**config.mk**
```make
export PLATFORM = sky130hd
export DESIGN_NAME = shift_reg_param
export DESIGN_NICKNAME = d
export VERILOG_FILES = /design/src/rtl/shift_reg_pkg.sv /design/src/rtl/shift_reg_stage.sv /design/src/rtl/shift_reg_param.sv
export SDC_FILE = /design/constraint.sdc
export NUM_CORES = 1
export LEC_CHECK = 0
export BUFFER_PORTS_ARGS = -buffer_cell sky130_fd_sc_hd__buf_2
export CORE_AREA = 5 5 42 44
export DETAILED_ROUTE_END_ITERATION = 16
export DIE_AREA = 0 0 47 49
export PLACE_DENSITY_LB_ADDON = 0.1
export REMOVE_ABC_BUFFERS = 1
export SYNTH_ARGS = -nofsm -noshare
export SYNTH_HDL_FRONTEND = slang
export SYNTH_SLANG_ARGS = --single-unit
```
**constraint.sdc**
```tcl
create_clock -name clk -period 1.2 [get_ports clk]
set_input_delay 0.06 -clock clk [delete_from_list [all_inputs] [get_ports clk]]
set_output_delay 0.06 -clock clk [all_outputs]
set_load 0.02 [all_outputs]
```
**src/rtl/shift_reg_pkg.sv**
```systemverilog
// rtl/shift_reg_pkg.sv - shared constants and width helpers for shift_reg_param
package shift_reg_pkg;

  localparam logic DIR_UP   = 1'b0;
  localparam logic DIR_DOWN = 1'b1;

  function automatic int clog2(input int n);
    int r;
    r = 0;
    while ((1 << r) < n) r++;
    return r;
  endfunction

  // fill must hold the value DEPTH itself, so it needs one bit more than the tap address
  function automatic int fill_width(input int aw);
    return aw + 1;
  endfunction

endpackage

```
**src/rtl/shift_reg_stage.sv**
```systemverilog
// rtl/shift_reg_stage.sv - one WIDTH-bit stage with clear/load/shift/hold next-value mux
// Load inputs exist only when SHIFT_REG_PLOAD_EN is defined.
module shift_reg_stage
  import shift_reg_pkg::*;
#(
  parameter int              WIDTH = 1,
  parameter logic [WIDTH-1:0] INIT = '0
) (
  input  logic             clk,
  input  logic             rst_n,
  input  logic             i_sclr,
`ifdef SHIFT_REG_PLOAD_EN
  input  logic             i_load,
  input  logic [WIDTH-1:0] i_pdata,
`endif
  input  logic             i_ce,
  input  logic             i_dir,
  input  logic [WIDTH-1:0] i_from_lo,
  input  logic [WIDTH-1:0] i_from_hi,
  output logic [WIDTH-1:0] o_q
);

  logic [WIDTH-1:0] r_q;
  logic [WIDTH-1:0] w_next;

  always_comb begin
    w_next = r_q;
    if (i_sclr) begin
      w_next = INIT;
    end
`ifdef SHIFT_REG_PLOAD_EN
    else if (i_load) begin
      w_next = i_pdata;
    end
`endif
    else if (i_ce) begin
      w_next = (i_dir == DIR_DOWN) ? i_from_hi : i_from_lo;
    end
  end

  always_ff @(posedge clk or negedge rst_n) begin
    if (!rst_n) r_q <= INIT;
    else        r_q <= w_next;
  end

  assign o_q = r_q;

endmodule

```
**src/rtl/shift_reg_param.sv**
```systemverilog
// rtl/shift_reg_param.sv - parametrised bidirectional shift register with tap, fill count and
// optional parallel load (SHIFT_REG_PLOAD_EN)
module shift_reg_param
  import shift_reg_pkg::*;
#(
  parameter int               WIDTH = 1,
  parameter int               DEPTH = 3,
  parameter logic [WIDTH-1:0] INIT  = '0,
  parameter int               AW    = clog2(DEPTH)
) (
  input  logic                   clk,
  input  logic                   rst_n,
  input  logic                   ce,
  input  logic                   dir,
  input  logic                   sclr,
  input  logic [WIDTH-1:0]       si,
  input  logic [AW-1:0]          addr,
`ifdef SHIFT_REG_PLOAD_EN
  input  logic                   load,
  input  logic [WIDTH*DEPTH-1:0] pdata,
`endif
  output logic [WIDTH-1:0]       so,
  output logic [WIDTH-1:0]       q,
  output logic [WIDTH*DEPTH-1:0] pout,
  output logic [AW:0]            fill,
  output logic                   full
);

  localparam int            FW       = fill_width(AW);
  localparam logic [FW-1:0] FILL_MAX = FW'(DEPTH);

  logic [WIDTH-1:0] w_stage [DEPTH];
  logic [FW-1:0]    r_fill;
  logic [WIDTH-1:0] w_q;

  for (genvar g = 0; g < DEPTH; g++) begin : g_stage
    logic [WIDTH-1:0] w_from_lo;
    logic [WIDTH-1:0] w_from_hi;

    // End stages take serial input from whichever side the data is entering
    if (g == 0) begin : g_lo_si
      assign w_from_lo = si;
    end else begin : g_lo_nb
      assign w_from_lo = w_stage[g-1];
    end
    if (g == DEPTH - 1) begin : g_hi_si
      assign w_from_hi = si;
    end else begin : g_hi_nb
      assign w_from_hi = w_stage[g+1];
    end

    shift_reg_stage #(
      .WIDTH (WIDTH),
      .INIT  (INIT)
    ) u_stage (
      .clk       (clk),
      .rst_n     (rst_n),
      .i_sclr    (sclr),
`ifdef SHIFT_REG_PLOAD_EN
      .i_load    (load),
      .i_pdata   (pdata[g*WIDTH +: WIDTH]),
`endif
      .i_ce      (ce),
      .i_dir     (dir),
      .i_from_lo (w_from_lo),
      .i_from_hi (w_from_hi),
      .o_q       (w_stage[g])
    );

    assign pout[g*WIDTH +: WIDTH] = w_stage[g];
  end

  always_ff @(posedge clk or negedge rst_n) begin
    if (!rst_n) begin
      r_fill <= '0;
    end else if (sclr) begin
      r_fill <= '0;
    end
`ifdef SHIFT_REG_PLOAD_EN
    else if (load) begin
      r_fill <= FILL_MAX;
    end
`endif
    else if (ce && (r_fill != FILL_MAX)) begin
      r_fill <= r_fill + FW'(1);
    end
  end

  // Out-of-range tap addresses read as zero
  always_comb begin
    w_q = '0;
    for (int i = 0; i < DEPTH; i++) begin
      if (addr == AW'(i)) w_q = w_stage[i];
    end
  end

  assign q    = w_q;
  assign so   = (dir == DIR_DOWN) ? w_stage[0] : w_stage[DEPTH-1];
  assign fill = r_fill;
  assign full = (r_fill == FILL_MAX);

endmodule

```
# Yosys cells after proc, flatten, opt, wreduce, memory -nomap -nowiden
# Index checks and enable logic that the tools add are counted.
# word_totals
rom_bits,0
memories,0
register_bits,6
ramBits,0
input_bits,8
latchBits,0
out_inout_bits,9
# op_classes
reduce_logical,4
n_mul,0
n_lt_le_gt_ge,0
addsub,1
bitwise,0
mux,15
n_eq_ne,4
div_mod_pow,0
shifts,0
# ops
operator,count
$mux 1,13
$mux 3,2
$reduce_bool 2->1,2
$add 3x1->3 const B,1
$eq 3x2->1 const B,1
$ne 3x2->1 const B,1
$eq 2x1->1 const B,1
$eq 2x2->1 const B,1
$logic_not 2->1,1
$logic_and 1x1->1,1

# Logic depth before layout (Yosys ltp)
# Gate-level depths: netlist (run 1).
# logic_depth
ltp_word,4
mapped_depth,5

# Hierarchy
# A second synthesis (run 1) with hierarchy kept.
# hier_totals
hier_cells,32
area_unflattened_um2,367.9
# by_module_without_submodules
module,seq_area_each_um2,area_each_um2,cells_each,instances
shift_reg_param,75.1,214.0,20,1
shift_reg_stage,25.0,51.3,4,3

# Worst setup path before layout (run 1)
# OpenSTA, ideal clock, no wires.
# synth_path
path_type,reg-to-reg
start,"register r_fill[0], in the netlist fill[0]"
end,"register r_fill[1], in the netlist fill[1]"
path_stages_with_launch,6
arrival_ns,1.466
slack_ns,-0.384
setup_ns,0.118
path_cell_list,dfrtp_1 -> ha_1 -> ha_1 -> and2b_4 -> mux2i_1 -> nor2_1
# synth_between
elab_chain_cells,3
elab_cells_between_ends,6
# synth_lines
item,line_no,text
start: declaration,shift_reg_param.sv:33,logic [FW-1:0] r_fill;
start signal: assignment,shift_reg_param.sv:85,r_fill <= r_fill + FW'(1);
$add 3x1->3 / $ne 3x2->1 (equally long branches),"shift_reg_param.sv:85, shift_reg_param.sv:84",
$mux 3 / $logic_and 1x1->1 (equally long branches),shift_reg_param.sv:84,else if (ce && (r_fill != FILL_MAX)) begin
$mux 3 / $reduce_bool 2->1 (equally long branches),-,
# Parallel ways exist; a longest one is shown, timed or not. The select of a mux whose other input is x is not followed.
# A chain may end at the register's enable or synchronous reset.

# Worst setup path in the final report (run 1)
# layout_path
start,"register r_fill[1], in the netlist fill[1]"
end,"register r_fill[1], in the netlist fill[1]"
# Same word-level chain as after synthesis.

==> results.txt, run 1 <==
----------------------------------------------------
[Status]
  Run status ... complete, but fails checks
  Violations in the final reports ... negative setup slack

[Place]
  Number of placed instances, taps included ... 65
  I/O Buffers ... 16
  RD Place Congestion ... between 0.7 and 0.8
  Detailed placer's ending HPWL ... a little over 700 um
  Worst slack at placement ... -0.209 ns

[Pwr]
  Internal power ... 0.426 mW
  Sequential fraction of design power ... about two fifths
  Clock group share of total power ... a little under a third
  Net switching component of the power ... between 0.15 and 0.2 mW
  Ratio of total power to cell area ... 1110 nW/um^2
  Largest vdd supply drop ... about 0.42 mV
  Switching Fraction ... 29.1%
  Part of the total power dissipated in combinational logic ... slightly above 30%
  Static power due to leakage ... approximately 0.29 nW

[Synthesis]
  Mean post-synth cell area ... 11.0 sq um
  Register bit count reported by yosys ... 6
  Sequential element share of the synthesized area ... a little over two fifths
  Post-synthesis cell count ... 32
  Cell Area, Synth ... 352 sq um
  Unique masters post-synth ... 14
  Count of yosys warnings during synthesis ... 0

[Setup path]
  Worst Setup Start Kind ... flop
  Endpoint required time on the critical path ... between 1 and 1.5 ns
  Critical-path maximum fanout ... 4
  Kind of end point of the critical path ... flop
  Worst Path Class, Setup ... flop to flop
  Worst Path Arrival ... between 1 and 1.5 ns
  Critical R2R Capture ... fill[1]
  Setup slack, reg-to-reg ... -0.15 ns
  Worst reg2reg startpoint ... fill[1]
  Depth of the worst register-to-register path ... 5

[Min path]
  Classification of the worst-slack hold path ... input port to flop
  Cell depth of the worst min-delay path ... 2
  Startpoint of the lowest-slack hold path ... sclr
  Worst Hold End ... fill[1]

[Global routing]
  Remaining Overflow, GRT ... 0
  Largest net degree at the start of global routing ... 8
  GRT Total Usage ... about 8.8%
  Vias in the first global route ... roughly 330
  Initial antenna violation count ... 0
  First-pass GRT wire length ... ~1400 um

[Floorplan]
  Top-level I/O count ... 17
  Die Y ... 49 um
  Starting Density ... 25.1%
  Width of the die ... 47 um
  Die ar. ... 2300 sq um
  Total core area ... ~1400 sq um
  Total number of placement rows ... 14

[Detailed routing]
  Number of vias per cell ... between 4 and 5
  DRC violation total after the first TritonRoute iteration ... 3
  Average wire length per cell after detail routing ... between 10 and 15 um
  Routed Antenna Nets ... 0
  Detailed-route via count ... 322
  Drc violations ... 0
  First-pass iteration count of the detailed router ... 4
  DRT Wirelength ... ~860 um

[Timing]
  Worst-margin pin slew ... approximately 0.23 ns
  Number of endpoints with negative hold slack in the final report ... 0
  Number of slew-limit violations in the final report ... 0
  Total setup violations reported at the end of the flow ... 3
  Fraction of the cycle the final worst path needs ... 113%
  Clock period minus final worst setup slack ... between 1 and 1.5 ns
  Worst Setup Slack, final ... -0.151 ns
  Maximum operating frequency ... between 0.7 and 0.8 GHz
  Clk_skew ... ~0.00008 ns
  Max-slew headroom at the worst pin ... a little over four fifths
  RSZ-0062 raised after global routing ... yes

[Clocking]
  Worst-skew pair later-pin latency ... about 0.25 ns
  CTS Buf Count ... 3
  TritonCTS clock tree ... done
  Clock root buffer master ... sky130_fd_sc_hd__clkbuf_4
  Count of clock tree sinks ... 6
  Clock buffer depth ... 2
  Clock-pin slew on the worst setup and hold paths ... ~0.040 ns
  Number of H-tree levels ... 1

[Final layout]
  Count of fill cells added during filler insertion ... 148
  Number of standard cells in the final layout excluding fillers ... approximately 70
  Net total in the final layout ... a little under 70
  Area growth from synthesis to layout ... 54.1%
  Number of antenna cells inserted ... 0
  Ratio of cells with drive above 1 in the final layout ... ~57%

[Flow run]
  Max Cap Viol ... 0

----------------------------------------------------
-- repair_timing --
item                                    CTS  global route
pin swaps                                 0             3
setup buffers                             0             3
gates cloned                              0             0
endpoints found under the hold margin     6             0
endpoints found under the setup margin    4             6
hold buffers                              1             0
resized for setup                         3             4
-- per-layer routing --
metal	global-route usage [%]	wire, um	vias up
met1	9.17	324	143
met3	4.80	85	2
li1	-	-	161
met2	13.1	426	16
met5	0	0	-
met4	5.53	24	0
-- worst max-delay path by stage --
| stage | endpoint | slack (ns) | depth (start not counted) | startpoint |
|---|---|---|---|---|
| after global placement | fill[1] | -0.16 | 5 | fill[0] |
| after CTS | fill[1] | -0.15 | 5 | fill[0] |
| final | fill[1] | -0.15 | 5 | fill[1] |
| after global routing | fill[1] | -0.23 | 5 | fill[1] |
| after detailed placement | fill[1] | -0.21 | 5 | fill[0] |
| after floorplan | fill[1] | -0.38 | 5 | fill[0] |
-- critical path, cell delays in order, from the launching register on --
cell,delay [ns]
sky130_fd_sc_hd__dfrtp_1,0.38
sky130_fd_sc_hd__ha_2,0.20
sky130_fd_sc_hd__ha_4,0.15
sky130_fd_sc_hd__and2b_4,0.27
sky130_fd_sc_hd__mux2i_1,0.18
sky130_fd_sc_hd__nor2_1,0.06
-- cell type report --
type	count	area, sq um	share of cell area [%]
clock buffers	3	22.5	4.16
inverters	1	3.75	0.693
multi-input cells	22	194	35.8
flip-flops and latches	6	150	27.7
well taps	16	20.0	3.70
repair buffers	24	151	27.9
-- stage by stage --
stage               setup TNS [ns]  hold slack [ns]  total power, mW  cell area (sq um)  utilization (%)
floorplan                    -1.06           -0.236            0.318                329                -
global placement            -0.392           -0.111            0.387                459             32.8
detailed placement          -0.511           -0.108            0.392                459             32.8
CTS                         -0.375           0.0424            0.593                507             36.2
global route                -0.538           0.0706            0.648                542             38.7
finish                      -0.329           0.0510            0.601                542             38.7
-- cells in the mapped netlist, drive strengths merged --
cell type  count  area share [%]
nand2          1             1.1
ha             2             7.1
buf            3             6.4
xnor2          1             2.5
nor2           6             7.1
mux2i          5              14
mux2           1             3.2
and2b          1             2.8
dfrtp          6              43
a211oi         4              10
o22ai          1             1.8
inv            1             1.1
-- layout by cell type, fill, tap and decap left out --
cell                             n
sky130_fd_sc_hd__a211oi_1        3
sky130_fd_sc_hd__a211oi_2        1
sky130_fd_sc_hd__and2b_4         1
sky130_fd_sc_hd__buf_2          14
sky130_fd_sc_hd__buf_4           8
sky130_fd_sc_hd__buf_6           1
sky130_fd_sc_hd__clkbuf_4        3
sky130_fd_sc_hd__dfrtp_1         6
sky130_fd_sc_hd__dlygate4sd3_1   1
sky130_fd_sc_hd__ha_2            1
sky130_fd_sc_hd__ha_4            1
sky130_fd_sc_hd__inv_1           1
sky130_fd_sc_hd__mux2_4          1
sky130_fd_sc_hd__mux2i_1         5
sky130_fd_sc_hd__nand2_1         1
sky130_fd_sc_hd__nor2_1          5
sky130_fd_sc_hd__nor2_2          1
sky130_fd_sc_hd__o22ai_1         1
sky130_fd_sc_hd__xnor2_1         1
-- flip-flops by register name, indices dropped and copies added, names as in the netlist --
name / count
fill: 3
g_stage.u_stage.o_q: 3
-- logic make-up (layout without fill, tap and decap cells) --
| kind of cell | count (synthesis) | in the layout | share of synthesized area, % |
|---|---|---|---|
| XOR/XNOR | 1 | 1 | 2.49 |
| adder cells (fa/ha/maj) | 2 | 2 | 7.12 |
| AO/OA/AOI/OAI | 5 | 5 | 11.7 |
| multiplexers | 6 | 6 | 17.4 |
| buffers and inverters | 4 | 28 | 7.47 |
| AND/OR/NAND/NOR | 8 | 8 | 11.0 |
| flip-flops | 6 | 6 | 42.7 |
-- power groups by stage --
stage               registers [mW]  clock network [mW]  logic (mW)
floorplan                    0.258                   0      0.0604
global placement             0.235                   0       0.151
detailed placement           0.237                   0       0.156
CTS                          0.234               0.195       0.164
global route                 0.236               0.214       0.198
finish                       0.234               0.184       0.182
Note: power is estimated with default switching activity, not from simulation.
==> run 2: changes to the inputs <==
--- a/config.mk
+++ b/config.mk
@@ -10,7 +10,6 @@
 export DETAILED_ROUTE_END_ITERATION = 16
 export DIE_AREA = 0 0 47 49
 export PLACE_DENSITY_LB_ADDON = 0.1
-export REMOVE_ABC_BUFFERS = 1
 export SYNTH_ARGS = -nofsm -noshare
 export SYNTH_HDL_FRONTEND = slang
 export SYNTH_SLANG_ARGS = --single-unit
==> results.txt, run 2 (synthesis gave the netlist of run 1 again) <==
----------------------------------------------------
[Min path]
  Classification of the worst-slack hold path ... input port to flop

[Timing]
  Clk_skew ... 0.00228 ns (+0.00220 ns)
  Maximum operating frequency ... 0.734 GHz (-0.84%)
  Worst Setup Slack, final ... -0.162 ns (-0.0115 ns)
  Worst-margin pin slew ... 0.209 ns (-0.0261 ns)
  Max-slew headroom at the worst pin ... 86.0% (+1.7 points)
  Fraction of the cycle the final worst path needs ... 114% (+0.96 points)
  Setup TNS Final ... -0.348 ns (-0.0190 ns)
  RSZ-0062 raised after global routing ... yes
  Total setup violations reported at the end of the flow ... 3 (unchanged)
  Worst-case hold slack ... 0.0597 ns (+0.00867 ns)
  Number of slew-limit violations in the final report ... 0 (unchanged)
  Clock period minus final worst setup slack ... 1.36 ns (+0.0115 ns)
  Number of endpoints with negative hold slack in the final report ... 0 (unchanged)

[Global routing]
  Initial antenna violation count ... 0 (unchanged)
  First-pass GRT wire length ... 1180 um (-14%)
  Largest net degree at the start of global routing ... 8 (unchanged)
  GRT Total Usage ... 7.51% (-1.3 points)
  Remaining Overflow, GRT ... 0 (unchanged)
  Vias in the first global route ... 294 (-9.8%)

[Final layout]
  Highest-count cells in the layout ignoring fill and taps ... 16 x sky130_fd_sc_hd__buf_2, 7 x sky130_fd_sc_hd__buf_4, 5 x sky130_fd_sc_hd__mux2i_1, 5 x sky130_fd_sc_hd__nor2_1, 4 x sky130_fd_sc_hd__dfrtp_1
  Net total in the final layout ... 68 (unchanged)
  Area occupied by registers ... 153 sq um (+1.7%)
  Number of antenna cells inserted ... 0 (unchanged)
  Ratio of cells with drive above 1 in the final layout ... 59.6% (+2.5 points)
  Count of fill cells added during filler insertion ... 149 (+0.68%)
  Leading cell type in the layout, fill and taps excluded ... sky130_fd_sc_hd__buf_2
  Area growth from synthesis to layout ... 55.2%
  Multi-input logic area ... 200 sq um (+3.2%)

[Detailed routing]
  Detailed-route via count ... 313 (-2.8%)
  First-pass iteration count of the detailed router ... 2 (-2)
  DRC violation total after the first TritonRoute iteration ... 6 (+3)
  Drc violations ... 0 (unchanged)
  Average wire length per cell after detail routing ... 11.5 um (-3.3%)
  DRT Wirelength ... 843 um (-2.0%)
  Number of vias per cell ... 4.29 (-4.1%)
  Routed Antenna Nets ... 0 (unchanged)

[Place]
  RD Place Congestion ... 0.700 (-4.7%)
  I/O Buffers ... 16 (unchanged)
  Detailed placer's ending HPWL ... 680 um (-3.5%)

[Floorplan]
  Die ar. ... 2300 sq um (unchanged)
  Top-level I/O count ... 17 (unchanged)
  Die Y ... 49 um (unchanged)
  Total core area ... 1400 sq um (unchanged)
  Starting Density ... 25.1% (unchanged)
  Width of the die ... 47 um (unchanged)
  Total number of placement rows ... 14 (unchanged)

[Flow run]
  Max Cap Viol ... 0 (unchanged)

[Clocking]
  TritonCTS clock tree ... done
  Clock buffer depth ... 2 (unchanged)
  Clock-pin slew on the worst setup and hold paths ... 0.05 ns (about the same)
  Number of H-tree levels ... 1 (unchanged)
  CTS Buf Count ... 3 (unchanged)
  Worst-skew pair later-pin latency ... 0.24 ns (about the same)
  Count of clock tree sinks ... 6 (unchanged)
  Clock root buffer master ... sky130_fd_sc_hd__clkbuf_4

[Synthesis]
  Total nets after synthesis ... 42

[Status]
  Run status ... complete, but fails checks
  Violations in the final reports ... negative setup slack

[Setup path]
  Worst Path Arrival ... 1.49 ns (about the same)
  Cell with the biggest individual delay on the critical path ... sky130_fd_sc_hd__dfrtp_2
  Cell chain of the critical path ... ha_4 -> ha_4 -> and2b_4 -> mux2i_1 -> nor2_1
  Crit path buffers/inverters ... 0 (unchanged)
  Worst Path Class, Setup ... flop to flop
  Critical-path maximum fanout ... 4 (unchanged)
  Kind of end point of the critical path ... flop
  Cell seen most often among critical-path stages ... sky130_fd_sc_hd__ha_4
  Critical path's largest stage delay ... 0.42 ns (+0.04 ns)
  Top delay family on crit path ... flip-flops
  Endpoint required time on the critical path ... 1.33 ns (about the same)
  Worst Setup Start Kind ... flop

[Pwr]
  Ratio of total power to cell area ... 1120 nW/um^2 (+0.74%)
  Pwr Total ... 0.609 mW (+1.4%)
  Largest vdd supply drop ... 0.727 mV (+72%)
  Static power due to leakage ... 0.281 nW (-1.7%)

----------------------------------------------------
## run 2: cell types whose count changed in the layout (fill, tap and decap cells not counted), sizes merged
cell    change
clkbuf      +1
## run 2: per-layer routing
metal	GRT usage, %	vias to the layer above	wire, um
li1	-	160	-
met1	7.17	140	317
met2	11.1	13	423
met3	7.01	0	102
met4	2.76	0	0
met5	0	-	0
## run 2: through the flow
stage | util (%) | instance area, sq um | setup slack, ns | instances
3_5_place_dp | 34.2 | 479 | -0.166 | 64
3_3_place_gp | 34.2 | 479 | -0.141 | 64
5_1_grt | 38.9 | 546 | -0.214 | 73
4_1_cts | 36.8 | 515 | -0.171 | 69
6_report | 38.9 | 546 | -0.162 | 73
2_1_floorplan | - | 379 | -0.221 | 32
## run 2: what timing repair did
item	CTS	global route
pin swaps	2	1
endpoints found under the setup margin	4	5
resized for setup	0	0
endpoints found under the hold margin	6	0
setup buffers	0	4
hold buffers	1	0
## run 2: area by class of cell
cell class                 instances  area share, %
multi-input combinational         22           36.7
clock buffer                       4           4.82
tap                               16           3.67
inverter                           1          0.688
sequential                         6           28.0
timing repair buffer              24           26.1
## run 2: path summary, 6_finish.rpt
path                                                to  slack (ns)  depth (start not counted)                   start
worst max register to register                 fill[1]       -0.16                          5                 fill[0]
max in group asynchronous                      fill[1]        0.87                          2                   rst_n
worst min-delay path                           fill[0]        0.06                          2                    sclr
min in group asynchronous       g_stage[1].u_stage.o_q        0.18                          2                   rst_n
worst min register to register  g_stage[2].u_stage.o_q        0.62                          2  g_stage[2].u_stage.o_q
worst max-delay path                           fill[1]       -0.16                          5                 fill[0]
## run 2: power breakdown
| part | switching (mW) | internal [mW] | total [mW] |
|---|---|---|---|
| logic | 0.0882 | 0.0862 | 0.174 |
| clock network | 0.0722 | 0.126 | 0.198 |
| registers | 0.0158 | 0.221 | 0.237 |
| total | 0.176 | 0.433 | 0.609 |
